`src/rtl/seq_detect_scheduler_if.sv`:
```
// Bus bundle between the per-channel word sources, the scheduler and the shared
// 1011 detector.
interface seq_detect_scheduler_if #(
  parameter int unsigned NUM_CH = 4,
  parameter int unsigned WIDTH  = 8
);
  localparam int unsigned ID_W = $clog2(NUM_CH);

  logic [NUM_CH-1:0]       req;
  logic [NUM_CH*WIDTH-1:0] req_data;
  logic [NUM_CH-1:0]       gnt;
  logic                    busy;
  logic                    det_reset;
  logic                    det_bit;
  logic                    seq_seen;
  logic                    done;
  logic [ID_W-1:0]         done_id;
  logic [3:0]              match_count;

  modport master (
    output req, req_data, seq_seen,
    input  gnt, busy, det_reset, det_bit, done, done_id, match_count
  );

  modport slave (
    input  req, req_data, seq_seen,
    output gnt, busy, det_reset, det_bit, done, done_id, match_count
  );
endinterface

```
`src/rtl/seq_detect_scheduler.sv`:
```
// Round-robin scheduler time-sharing one bit-serial 1011 detector among NUM_CH
// requesters; returns the per-word match count tagged with the channel id.
module seq_detect_scheduler #(
  parameter int unsigned NUM_CH = 4,
  parameter int unsigned WIDTH  = 8
) (
  input logic                   clk,
  input logic                   reset,
  seq_detect_scheduler_if.slave bus
);
  localparam int unsigned ID_W  = $clog2(NUM_CH);
  localparam int unsigned IDX_W = $clog2(WIDTH);
  localparam int unsigned CNT_W = 4;

  typedef enum logic [2:0] {IDLE, CLEAR, SHIFT, DRAIN, DONE} state_e;

  state_e            state_q, state_d;
  logic [ID_W-1:0]   rr_ptr_q, rr_ptr_d;
  logic [ID_W-1:0]   id_q, id_d;
  logic [ID_W-1:0]   done_id_q, done_id_d;
  logic [WIDTH-1:0]  sh_q, sh_d;
  logic [IDX_W-1:0]  idx_q, idx_d;
  logic [CNT_W-1:0]  cnt_q, cnt_d;
  logic [CNT_W-1:0]  match_count_q, match_count_d;
  logic              busy_q, busy_d;
  logic              done_q, done_d;
  logic [NUM_CH-1:0] gnt_c;
  logic              found;
  logic [ID_W-1:0]   cand;

  // Next-state, arbitration and result computation.
  always_comb begin
    state_d       = state_q;
    rr_ptr_d      = rr_ptr_q;
    id_d          = id_q;
    done_id_d     = done_id_q;
    sh_d          = sh_q;
    idx_d         = idx_q;
    cnt_d         = cnt_q;
    match_count_d = match_count_q;
    gnt_c         = '0;
    found         = 1'b0;
    cand          = '0;

    case (state_q)
      IDLE: begin
        if (!reset) begin
          for (int i = 0; i < NUM_CH; i++) begin
            cand = rr_ptr_q + ID_W'(i);
            if (!found && bus.req[cand]) begin
              found       = 1'b1;
              gnt_c[cand] = 1'b1;
              id_d        = cand;
              sh_d        = bus.req_data[int'(cand)*WIDTH +: WIDTH];
              rr_ptr_d    = cand + ID_W'(1);
              state_d     = CLEAR;
            end
          end
        end
      end
      CLEAR: begin
        idx_d   = '0;
        cnt_d   = '0;
        state_d = SHIFT;
      end
      SHIFT: begin
        sh_d  = sh_q << 1;
        idx_d = idx_q + IDX_W'(1);
        // First sample after the detector clear carries no information.
        if ((idx_q != '0) && bus.seq_seen) begin
          cnt_d = cnt_q + CNT_W'(1);
        end
        if (idx_q == IDX_W'(WIDTH - 1)) begin
          state_d = DRAIN;
        end
      end
      DRAIN: begin
        done_id_d     = id_q;
        match_count_d = cnt_q + CNT_W'(bus.seq_seen);
        state_d       = DONE;
      end
      DONE:    state_d = IDLE;
      default: state_d = IDLE;
    endcase

    busy_d = (state_d != IDLE);
    done_d = (state_d == DONE);
  end

  always_ff @(posedge clk) begin
    if (reset) begin
      state_q       <= IDLE;
      rr_ptr_q      <= '0;
      id_q          <= '0;
      done_id_q     <= '0;
      sh_q          <= '0;
      idx_q         <= '0;
      cnt_q         <= '0;
      match_count_q <= '0;
      busy_q        <= 1'b0;
      done_q        <= 1'b0;
    end else begin
      state_q       <= state_d;
      rr_ptr_q      <= rr_ptr_d;
      id_q          <= id_d;
      done_id_q     <= done_id_d;
      sh_q          <= sh_d;
      idx_q         <= idx_d;
      cnt_q         <= cnt_d;
      match_count_q <= match_count_d;
      busy_q        <= busy_d;
      done_q        <= done_d;
    end
  end

  // Grant must land in the IDLE cycle that captures req_data, so it is decoded.
  assign bus.gnt         = gnt_c;
  assign bus.busy        = busy_q;
  assign bus.done        = done_q;
  assign bus.done_id     = done_id_q;
  assign bus.match_count = match_count_q;
  assign bus.det_bit     = (state_q == SHIFT) & sh_q[WIDTH-1];
  assign bus.det_reset   = reset | (state_q == CLEAR);
endmodule

```
`src/flat_wrapper.sv`:
```
// flat-port wrapper written by rule: the top's interface ports become plain ports
module seq_detect_scheduler_flat 
#(
  parameter int unsigned NUM_CH = 4,
  parameter int unsigned WIDTH  = 8
)
  (clk, reset, bus_req, bus_req_data, bus_seq_seen, bus_gnt, bus_busy, bus_det_reset, bus_det_bit, bus_done, bus_done_id, bus_match_count);
  seq_detect_scheduler_if #(.NUM_CH(NUM_CH), .WIDTH(WIDTH)) bus_i ();
  input logic clk;
  input logic reset;
  input wire logic [$bits(bus_i.req)-1:0] bus_req;
  input wire logic [$bits(bus_i.req_data)-1:0] bus_req_data;
  input wire logic [$bits(bus_i.seq_seen)-1:0] bus_seq_seen;
  output wire logic [$bits(bus_i.gnt)-1:0] bus_gnt;
  output wire logic [$bits(bus_i.busy)-1:0] bus_busy;
  output wire logic [$bits(bus_i.det_reset)-1:0] bus_det_reset;
  output wire logic [$bits(bus_i.det_bit)-1:0] bus_det_bit;
  output wire logic [$bits(bus_i.done)-1:0] bus_done;
  output wire logic [$bits(bus_i.done_id)-1:0] bus_done_id;
  output wire logic [$bits(bus_i.match_count)-1:0] bus_match_count;
  assign bus_i.req = bus_req;
  assign bus_i.req_data = bus_req_data;
  assign bus_i.seq_seen = bus_seq_seen;
  assign bus_gnt = bus_i.gnt;
  assign bus_busy = bus_i.busy;
  assign bus_det_reset = bus_i.det_reset;
  assign bus_det_bit = bus_i.det_bit;
  assign bus_done = bus_i.done;
  assign bus_done_id = bus_i.done_id;
  assign bus_match_count = bus_i.match_count;
  seq_detect_scheduler #(.NUM_CH(NUM_CH), .WIDTH(WIDTH)) u_core (.clk(clk), .reset(reset), .bus(bus_i));
endmodule
```
`config.mk`:
```
export PLATFORM = sky130hd
export DESIGN_NAME = seq_detect_scheduler_flat
export DESIGN_NICKNAME = d
export VERILOG_FILES = /design/src/rtl/seq_detect_scheduler_if.sv /design/src/rtl/seq_detect_scheduler.sv /design/src/flat_wrapper.sv
export SDC_FILE = /design/constraint.sdc
export NUM_CORES = 1
export LEC_CHECK = 0
export ABC_CLOCK_PERIOD_IN_PS = 3600
export BUFFER_PORTS_ARGS = -buffer_cell sky130_fd_sc_hd__buf_2
export CELL_PAD_IN_SITES_DETAIL_PLACEMENT = 0
export CELL_PAD_IN_SITES_GLOBAL_PLACEMENT = 1
export CORE_AREA = 2 2 69 103
export CTS_CLUSTER_SIZE = 24
export DETAILED_ROUTE_END_ITERATION = 16
export DIE_AREA = 0 0 71 105
export MAX_ROUTING_LAYER = met4
export PLACE_DENSITY = 0.73
export SLEW_MARGIN = 15
export SYNTH_ARGS = -nofsm -noshare
export SYNTH_HDL_FRONTEND = slang
export SYNTH_SLANG_ARGS = --single-unit
export TNS_END_PERCENT = 20
```
`constraint.sdc`:
```
create_clock -name clk -period 3.6 [get_ports clk]
set_input_delay 0 -clock clk [delete_from_list [all_inputs] [get_ports clk]]
set_output_delay 0 -clock clk [all_outputs]
set_load 0.02 [all_outputs]
```
==> results of run 1 <==
## cells by family after synthesis
kind of cell               count (synthesis)
xor gates and xnor gates                   5
and+or+nand+nor                           94
DFF                                       30
adders and majority gates                 14
buffers and inverters                     34
AOI/OAI and AO/OA                         83
muxes                                     18
## path summary, 6_finish.rpt
path / startpoint / end / slack [ns] / depth (start not counted)
worst min register to register: u_core.bus.match_count[0] / u_core.bus.match_count[0] / 0.46 / 2
worst min-delay path: bus_req_data[11] / u_core.sh_q[3] / 0.08 / 3
worst max register to register: u_core.rr_ptr_q[0] / u_core.sh_q[6] / 0.28 / 11
worst max-delay path: u_core.rr_ptr_q[0] / u_core.sh_q[6] / 0.28 / 11
## power breakdown
| part | switching [W] | leakage, nW | internal [W] |
|---|---|---|---|
| sequential | 0.0000693 | 0.245 | 0.000410 |
| combinational | 0.000721 | 0.878 | 0.000497 |
| clock | 0.000130 | 0.0482 | 0.000154 |
## per-layer routing
metal,GRT usage,up-vias,wire length (um)
met3,0.0280,8,213
met2,0.299,51,3130
met1,0.206,1061,2730
li1,-,1108,-
met4,0.0674,0,84
met5,-,-,0
## per-stage QoR
| step | cells | area, um^2 | setup slack (ns) | utilization |
|---|---|---|---|---|
| 6_report | 403 | 2650 | 0.284 | 0.405 |
| 5_1_grt | 403 | 2650 | 0.0139 | 0.405 |
| 4_1_cts | 403 | 2650 | 0.298 | 0.405 |
| 3_5_place_dp | 395 | 2550 | 0.308 | 0.391 |
| 3_3_place_gp | 395 | 2550 | 0.434 | 0.391 |
| 2_1_floorplan | 278 | 2240 | 0.228 | - |
## worst max-delay path, cell delays in order (launching register included)
cell      delay [ns]
dfxtp_1         0.48
inv_1           0.10
ha_1            0.33
mux4_2          0.42
nand2_1         0.11
ha_1            0.24
inv_1           0.11
nor2_1          0.15
or2_0           0.36
buf_4           0.23
a2111o_1        0.43
a32o_1          0.24
## registers in the layout, indices dropped and copies added (netlist names)
signal and cells:
u_core.sh_q 8, u_core.bus.match_count 4, u_core.cnt_q 4, u_core.idx_q 3
u_core.state_q 3, u_core.bus.done_id 2, u_core.id_q 2, u_core.rr_ptr_q 2
u_core.bus.busy 1, u_core.bus.done 1
## layout by cell type (no fill, tap or decap), types with 2 or more instances in the layout
cell	Yosys	layout
a2111o_1	7	7
o22ai_1	2	2
or2_2	2	2
a21oi_1	20	20
nand2b_1	4	4
o2111ai_1	7	7
mux2i_1	9	9
nand2_1	34	34
and3_1	2	2
dfxtp_1	30	30
a22oi_1	6	6
ha_1	14	14
a32o_1	7	7
nor2_1	37	37
xor2_1	3	3
a221oi_1	4	4
a211oi_1	4	4
nor3_1	4	3
mux2_2	5	5
nand3_1	3	3
o21ai_0	14	14
inv_1	16	16
xnor2_1	2	2
buf_4	1	7
buf_2	7	52
mux4_2	4	4
clkbuf_8	0	6
## cell type report
| cell class | instances | area [um^2] | area share |
|---|---|---|---|
| repair buffers | 59 | 313 | 0.118 |
| flip-flops and latches | 30 | 601 | 0.227 |
| multi-input cells | 214 | 1490 | 0.561 |
| inverters | 16 | 60.1 | 0.0227 |
| well taps | 76 | 95.1 | 0.0360 |
| clock buffers | 7 | 86.3 | 0.0326 |
| clock inverters | 1 | 5.00 | 0.00189 |
==> results_dict.tcl, run 1 <==
set metrics [dict create \
    status "complete, no violations" \
    max_slew_margin 0.225 \
    syn_to_final_growth_pct 18.3 \
    required_ns 3.78 \
    synthSimpleGateAreaFrac 0.182 \
    fin_skew_ns 0.00914 \
    period_share 0.921 \
    io_pins 53 \
    clock_path_buffers 2 \
    fin_crit_ns 3.32 \
    power_leakage_nw 1.17 \
    synthXorXnorAreaFrac 0.0196 \
    ys_seq_area_frac 0.269 \
    drtAntennaViolNets 0 \
    syn-num-nets 331 \
    grt_usage 0.176 \
    synth_top_family_by_area "compound AO/OA/AOI/OAI gates" \
    rsz0062_at_grt "false" \
    diodes 0 \
    cts_resized 0 \
    cts_made_buffers 5 \
    synth_common_cells "37 x nor2_1, 34 x nand2_1, 30 x dfxtp_1" \
    cp_max_fo 13 \
    drcViolationCount 0 \
    gp_congestion 0.847 \
    tns_ns 0 \
    fmax_ghz 0.302 \
    dieWidth_um 71 \
    synth_cell_types 49 \
    syn_inst 278 \
    yosysTopAreaCell "dfxtp_1" \
    grt_max_degree 32 \
    cap_viol_max_count 0 \
    cts_setup_buffers 0 \
    cts_tree "done" \
    viasPerCell 5.53 \
    muxShareOfSynthArea 0.106 \
    worstPathArrival_ns 3.49 \
    h-tree-depth 2 \
    ys_warn_count 0 \
    start_util 0.342 \
    overflow 0 \
    grt_pass1_wl_um 10400 \
    finalSetupViolations 0 \
    clkLatencyLatePin_ns 0.29 \
    synth_adder_area_share 0.0783 \
    syn-cell-area_um2 2240 \
    hold_buffers 0 \
    tightest_slew_ns 1.16 \
    cp-start-kind "register" \
    wl_per_cell_um 15.3 \
    synth_compound_area_frac 0.276 \
    fp-row-count 36 \
    nets 379 \
    endpoint_kind "register" \
    grt_pass1_vias 2264 \
    clkSlewWorstSetupHoldPaths_ns 0.07 \
    drtIter0Drc 95 \
    port_buffers 52 \
    drt_first_pass_iters 4 \
    synth_edf_count 0 \
    clock_sinks 30 \
    synth_ff_type "dfxtp_1" \
    dp_hpwl_um 4610 \
    critPathKind "register to register" \
    fillers 694 \
    yosys-top-cells-area "dfxtp_1 27%, ha_1 7.8%, nor2_1 6.2%" \
    whs_ns 0.0782 \
    holdCritPathClass "input pin to register" \
    die-area_um2 7460 \
    synth_most_common_cell "nor2_1" \
    routed-via-count 2228 \
    synth.top_cell.area_share 0.269 \
    async_flop_share 0 \
    p_per_area_nw_per_um2 749 \
    synth.ff_latch_count 30 \
    die_h_um 105 \
    totalWireLength_um 6160 \
    maxSlewViolCount 0 \
    avgSynthCellArea_um2 8.04 \
    hold_violations 0 \
    antenna_found_initial 0 \
    root_buffer "clkbuf_8" \
    vdd.ir_drop.worst_mv 0.244 \
    drive_gt1_frac 0.248 \
    total_power_w 0.00198 \
    core-area_um2 6530 \
]
(Power assumes the default switching activity.)
==> run 2, diff against run 1 <==
- ABC_AREA: unset -> 1
- CORE_AREA: 2 2 69 103 -> 2 2 70 105
- DIE_AREA: 0 0 71 105 -> 0 0 72 107
- PLACE_DENSITY: 0.73 -> 0.74
==> run 2 against run 1 <==
Compared with the run above:
- the flow now finishes with violations (negative hold slack)
- critical path depth is 7 higher
- routed wire length is 5.6% lower
- clock power hardly changed
- first-iteration DRC count is 21% lower
- worst setup slack better by 0.29 ns
- register-to-register slack better by 0.29 ns
- synthesized cell count is 24% higher
- combinational power is 34% higher
- global-route usage is 1.6 points lower
- die area is 3.3% higher
- via count is 6.6% higher
- sequential power is 1% higher
==> results_dict.tcl, run 2 <==
set metrics [dict create \
    critPathTopFamily "simple AND/OR/NAND/NOR gates" \
    fin_crit_ns 3.03 \
    avgSynthCellArea_um2 6.52 \
    hold_buffers 0 \
    min_to "u_core.sh_q[0]" \
    required_ns 3.82 \
    cts_resized 0 \
    p_clk_frac 0.118 \
    path_buf_inv 4 \
    clkLatencyLatePin_ns 0.28 \
    drtAntennaViolNets 0 \
    die_h_um 107 \
    grt_pass1_wl_um 9760 \
    port_buffers 52 \
    totalWireLength_um 5820 \
    synth_ff_type "dfxtp_1" \
    layout.cells.most_common "nand2_1" \
    drive_gt1_frac 0.208 \
    clock_sinks 30 \
    worstPathArrival_ns 3.24 \
    grt_max_degree 18 \
    antenna_found_initial 0 \
    diodes 0 \
    endpoint_kind "register" \
    largest_reg_flops 8 \
    synth.top_cell.area_share 0.266 \
    core-area_um2 6810 \
    rrSetupSlack_ns 0.57 \
    critical_path.slowest_cell "dfxtp_1" \
    yosys-top-cells-area "dfxtp_1 27%, nand3_1 13%, nand2_1 13%" \
    p_per_area_nw_per_um2 903 \
    synth_common_cells "76 x nand2_1, 60 x nand3_1, 56 x inv_1" \
    overflow 0 \
    syn_inst 346 \
    hp-start "bus_req_data[16]" \
    fp-row-count 37 \
    regToRegEndpoint "u_core.sh_q[0]" \
    async_flop_share 0 \
    synth_most_common_cell "nand2_1" \
    synth_adder_area_share 0.0777 \
    p_switching_w 0.00128 \
    p_seq_frac 0.202 \
    finalSetupViolations 0 \
    yosysTopAreaCell "dfxtp_1" \
    p_comb_frac 0.680 \
    io_pins 53 \
    cts_tree "done" \
    routed-via-count 2374 \
    crit_path_max_incr_delay_ns 0.61 \
    min_path_cells 3 \
    power_leakage_nw 1.43 \
    period_share 0.841 \
    synth.ff_latch_count 30 \
    synth_compound_area_frac 0.136 \
    fin_skew_ns 0.00575 \
    viasPerCell 4.98 \
    maxSlewViolCount 0 \
    synth_edf_count 0 \
    regArea_um2 601 \
    syn-num-nets 399 \
    crit_top_cell "nand2_1" \
    synth_top_family_by_area "simple AND/OR/NAND/NOR gates" \
    syn-cell-area_um2 2250 \
    largest-register "u_core.sh_q" \
    whs_ns -0.00143 \
    cp_max_fo 15 \
    switching_share 0.532 \
    drtIter0Drc 75 \
    die-area_um2 7700 \
    dieWidth_um 72 \
    r2r-start "u_core.rr_ptr_q[0]" \
    status "finished, violations left" \
    rr_worst_depth 18 \
    dp_hpwl_um 4620 \
    cp-start-kind "register" \
    start_util 0.331 \
    ys_warn_count 0 \
    cp_cell_sequence "inv_4 -> ha_1 -> inv_1 -> nand3_1 -> nand2_4 -> inv_1 -> nand2_1 -> ha_1 -> inv_1 -> nand2_1 -> nand2_1 -> nand2_2 -> nand2_1 -> nand2_1 -> nand3_1 -> o21ai_1 -> nand2_1 -> o21ai_2" \
    holdCritPathClass "input pin to register" \
    cap_viol_max_count 0 \
    cts_made_buffers 5 \
    clkSlewWorstSetupHoldPaths_ns 0.07 \
    drt_first_pass_iters 5 \
    hold_violations 1 \
    layout_common_cells "76 x nand2_1, 60 x nand3_1, 56 x inv_1, 52 x buf_2, 30 x dfxtp_1" \
    synth_cell_types 34 \
    synthSimpleGateAreaFrac 0.383 \
    gp_congestion 0.881 \
    violations "negative hold slack" \
    drcViolationCount 0 \
    synthXorXnorAreaFrac 0.00777 \
    critPathKind "register to register" \
    nets 451 \
    vdd.ir_drop.worst_mv 0.489 \
    multi_input_area_um2 1360 \
    tightest_slew_ns 0.548 \
    critPathLaunch "u_core.rr_ptr_q[0]" \
    tns_ns 0 \
    fmax_ghz 0.330 \
    fillers 757 \
    muxShareOfSynthArea 0 \
    clock_path_buffers 2 \
    wl_per_cell_um 12.2 \
    max_slew_margin 0.632 \
    grt_usage 0.160 \
    grt_pass1_vias 2274 \
    ys_seq_area_frac 0.266 \
    rsz0062_at_grt "false" \
    root_buffer "clkbuf_8" \
    syn_to_final_growth_pct 18.1 \
    cts_setup_buffers 0 \
    internal_power_w 0.00112 \
    h-tree-depth 2 \
]
## run 2: changes by cell type in the layout (fill, tap and decap cells not counted), sizes merged, moves of 6 or more
cell	previous run	this run
nand3	3	64
nand2	34	82
inv	16	57
nor2	37	26
mux2i	9	0
a2111o	7	0
a32o	7	0
o2111ai	7	1
## run 2: cells by family after synthesis
kind of cell	Yosys count
buf+inv	70
xor+xnor	2
fa+ha+maj	14
flops	30
compound gates	50
simple gates	180
## run 2: worst register-to-register path, cell delays in order, from the launching register on
cell and delay, ns:
dfxtp_1 0.61, inv_4 0.14, ha_1 0.37, inv_1 0.09, nand3_1 0.13, nand2_4 0.10, inv_1 0.08, nand2_1 0.12
ha_1 0.31, inv_1 0.04, nand2_1 0.09, nand2_1 0.07, nand2_2 0.24, nand2_1 0.16, nand2_1 0.09, nand3_1 0.06
o21ai_1 0.12, nand2_1 0.07, o21ai_2 0.07
## run 2: area by class of cell
cell class              count  area share
multi-input cells         246       0.512
flip-flops and latches     30       0.226
repair buffers             55       0.106
inverters                  60      0.0855
well taps                  78      0.0367
clock buffers               7      0.0324
clock inverters             1     0.00188
## run 2: through the flow
stage | power [W] | utilization | cell area (um^2) | std cells | setup slack, ns
after floorplan | 0.00181 | - | 2250 | 346 | 0.955
after global placement | 0.00213 | 0.378 | 2570 | 469 | 0.711
after detailed placement | 0.00214 | 0.378 | 2570 | 469 | 0.561
after CTS | 0.00243 | 0.391 | 2660 | 477 | 0.561
after global routing | 0.00266 | 0.391 | 2660 | 477 | 0.301
final | 0.00241 | 0.391 | 2660 | 477 | 0.573
## run 2: routing by layer
layer	up-vias	track usage	wire length (um)
met2	51	0.300	3160
met1	1091	0.173	2390
li1	1225	-	-
met5	-	-	0
met3	7	0.0197	186
met4	0	0.0485	81
## run 2: power groups by stage
stage	Combinational, W	Sequential, W	Clock (W)
after floorplan	0.00130	0.000509	0
after global placement	0.00164	0.000492	0
after detailed placement	0.00164	0.000495	0
after CTS	0.00165	0.000488	0.000290
after global routing	0.00186	0.000498	0.000304
final	0.00164	0.000486	0.000284
## run 2: worst max path at each step
stage                     slack [ns]  cells after the start        endpoint
after floorplan                 0.95                     18  u_core.sh_q[2]
after detailed placement        0.56                     18  u_core.sh_q[0]
after global placement          0.71                     18  u_core.sh_q[0]
after global routing            0.30                     18  u_core.sh_q[0]
final                           0.57                     18  u_core.sh_q[0]
after CTS                       0.56                     18  u_core.sh_q[0]
==> run 3, diff against run 2 <==
- ABC_AREA: 1 -> 0
- ABC_CLOCK_PERIOD_IN_PS: 3600 -> 2440
- CORE_AREA: 2 2 70 105 -> 2 2 69 103
- DIE_AREA: 0 0 72 107 -> 0 0 71 105
- PLACE_DENSITY: 0.74 -> 0.73
- clock period: 3.6 -> 2.44 ns (I/O delays scaled with it)
==> run 3 against run 2 <==
Compared with the run above:
- total power up 47%
- register-to-register slack worse by 0.79 ns
- sequential power up 47%
- final area up 12%
- maximum frequency up 14%
- sequential share of layout area down 2.3 points
- the run ends with negative setup slack left
==> results_dict.tcl, run 3 (same netlist as run 1, synthesis figures left out) <==
set metrics [dict create \
    status "finished, violations left" \
    violations "negative setup slack" \
    hold_violations 0 \
    critPathKind "register to register" \
    grt_max_degree 32 \
    hold_buffers 0 \
    die_h_um 105 \
    drt_first_pass_iters 4 \
    h-tree-depth 2 \
    fin_skew_ns 0.00723 \
    grt_pass1_vias 2276 \
    nets 403 \
    clkSlewWorstSetupHoldPaths_ns 0.07 \
    cp_cell_sequence "inv_8 -> ha_4 -> mux4_2 -> nand2_4 -> ha_4 -> inv_4 -> a221oi_4 -> or2_1 -> buf_12 -> a2111o_1 -> a32o_1" \
    rr_worst_depth 11 \
    min_path_cells 3 \
    timing.final.ws_setup_ns -0.213 \
    overflow 0 \
    antenna_found_initial 0 \
    drtAntennaViolNets 0 \
    endpoint_kind "register" \
    crit_top_cell "ha_4" \
    drive_gt1_frac 0.348 \
    placed_area_um2 2780 \
    critPathTopFamily "compound AO/OA/AOI/OAI gates" \
    fin_crit_ns 2.65 \
    clock_sinks 30 \
    io_pins 53 \
    fmax_ghz 0.377 \
    worstPathArrival_ns 2.83 \
    maxSlewViolCount 0 \
    grt_usage 0.175 \
    core-area_um2 6530 \
    layout.cells.most_common "buf_2" \
    drcViolationCount 0 \
    cts_made_buffers 5 \
    cp-start-kind "register" \
    layout_common_cells "48 x buf_2, 34 x nor2_1, 33 x nand2_1, 29 x buf_4, 28 x dfxtp_1" \
    viasPerCell 5.38 \
    port_buffers 52 \
    syn_to_final_growth_pct 33.9 \
    dp_hpwl_um 4590 \
    path_buf_inv 3 \
    tightest_slew_ns 0.587 \
    root_buffer "clkbuf_8" \
    start_util 0.342 \
    diodes 0 \
    pre_cts_ws_ns -0.283 \
    drtIter0Drc 86 \
    clock_path_buffers 2 \
    p_per_area_nw_per_um2 1180 \
    largest-register "u_core.sh_q" \
    clkLatencyLatePin_ns 0.28 \
    grt_pass1_wl_um 10400 \
    holdCritPathClass "input pin to register" \
    wl_per_cell_um 14.1 \
    fin_cells 427 \
    gp_congestion 0.921 \
    period_share 1.09 \
    largest_reg_flops 8 \
    max_slew_margin 0.609 \
    cp_max_fo 17 \
    crit_cells 11 \
    fin_area_um2 2990 \
    cts_tree "done" \
    post-place-cells 417 \
    critical_path.slowest_cell "dfxtp_4" \
    routed-via-count 2297 \
    die-area_um2 7460 \
    dieWidth_um 71 \
    vdd.ir_drop.worst_mv 0.539 \
    fp-row-count 36 \
    crit_path_max_incr_delay_ns 0.42 \
    rsz0062_at_grt "true" \
    cap_viol_max_count 0 \
    totalWireLength_um 6010 \
    power_leakage_nw 1.34 \
    finalSetupViolations 12 \
    required_ns 2.62 \
    whs_ns 0.0763 \
]
run 3: cell types whose count changed in the layout (fill, tap and decap cells not counted), moves of 7 or more:
cell,previous run,this run
nand2_1,76,33
a32o_1,0,7
buf_4,3,29
inv_1,56,13
mux2i_1,0,9
nor2_1,25,34
nand3_1,60,3
a2111o_1,0,7
run 3: what timing repair did:
item | CTS | global route
endpoints found under the setup margin | 12 | 15
pin swaps | 2 | 1
buffers inserted | 2 | 0
resized for setup | 8 | 13
run 3: power breakdown:
group	internal [W]	leakage [nW]	switching, W
combinational	0.00107	1.02	0.00116
clock	0.000394	0.0696	0.000191
sequential	0.000609	0.246	0.000107
run 3: worst reg2reg max path, delay by kind of cell, from the launching register on:
kind | cells | cell delay (ns)
AOI/OAI and AO/OA | 3 | 0.71
adders and majority gates | 2 | 0.45
buffers and inverters | 3 | 0.26
DFF | 1 | 0.42
muxes | 1 | 0.36
and+or+nand+nor | 2 | 0.35
run 3: worst paths after layout:
kind                                                start                        end  slack, ns
worst max-delay path                   u_core.rr_ptr_q[0]             u_core.sh_q[7]      -0.21
worst min-delay path                     bus_req_data[11]             u_core.sh_q[3]       0.08
worst max register to register         u_core.rr_ptr_q[0]             u_core.sh_q[7]      -0.21
worst min register to register  u_core.bus.match_count[0]  u_core.bus.match_count[0]       0.46
run 3: final cells by class:
cell class / instances / area [um^2]
sequential: 30 / 606
multi-input combinational: 214 / 1550
clock buffer: 7 / 108
clock inverter: 1 / 30.0
inverter: 16 / 70.1
tap: 76 / 95.1
fill: 668 / 3540
timing repair buffer: 83 / 534
run 3: through the flow:
stage          setup TNS, ns   util  total power, W
3_5_place_dp           -1.98  0.426         0.00286
4_1_cts                -1.81  0.452         0.00349
3_3_place_gp           -1.73  0.426         0.00284
5_1_grt                -3.03  0.458         0.00383
2_1_floorplan          -3.71      -         0.00224
6_report               -1.62  0.458         0.00353
run 3: routing by layer:
metal	global-route usage	part of all wire	up-vias
li1	-	-	1159
met1	0.205	0.42	1071
met2	0.303	0.52	59
met3	0.0270	0.038	8
met4	0.0566	0.020	0
met5	-	0	-
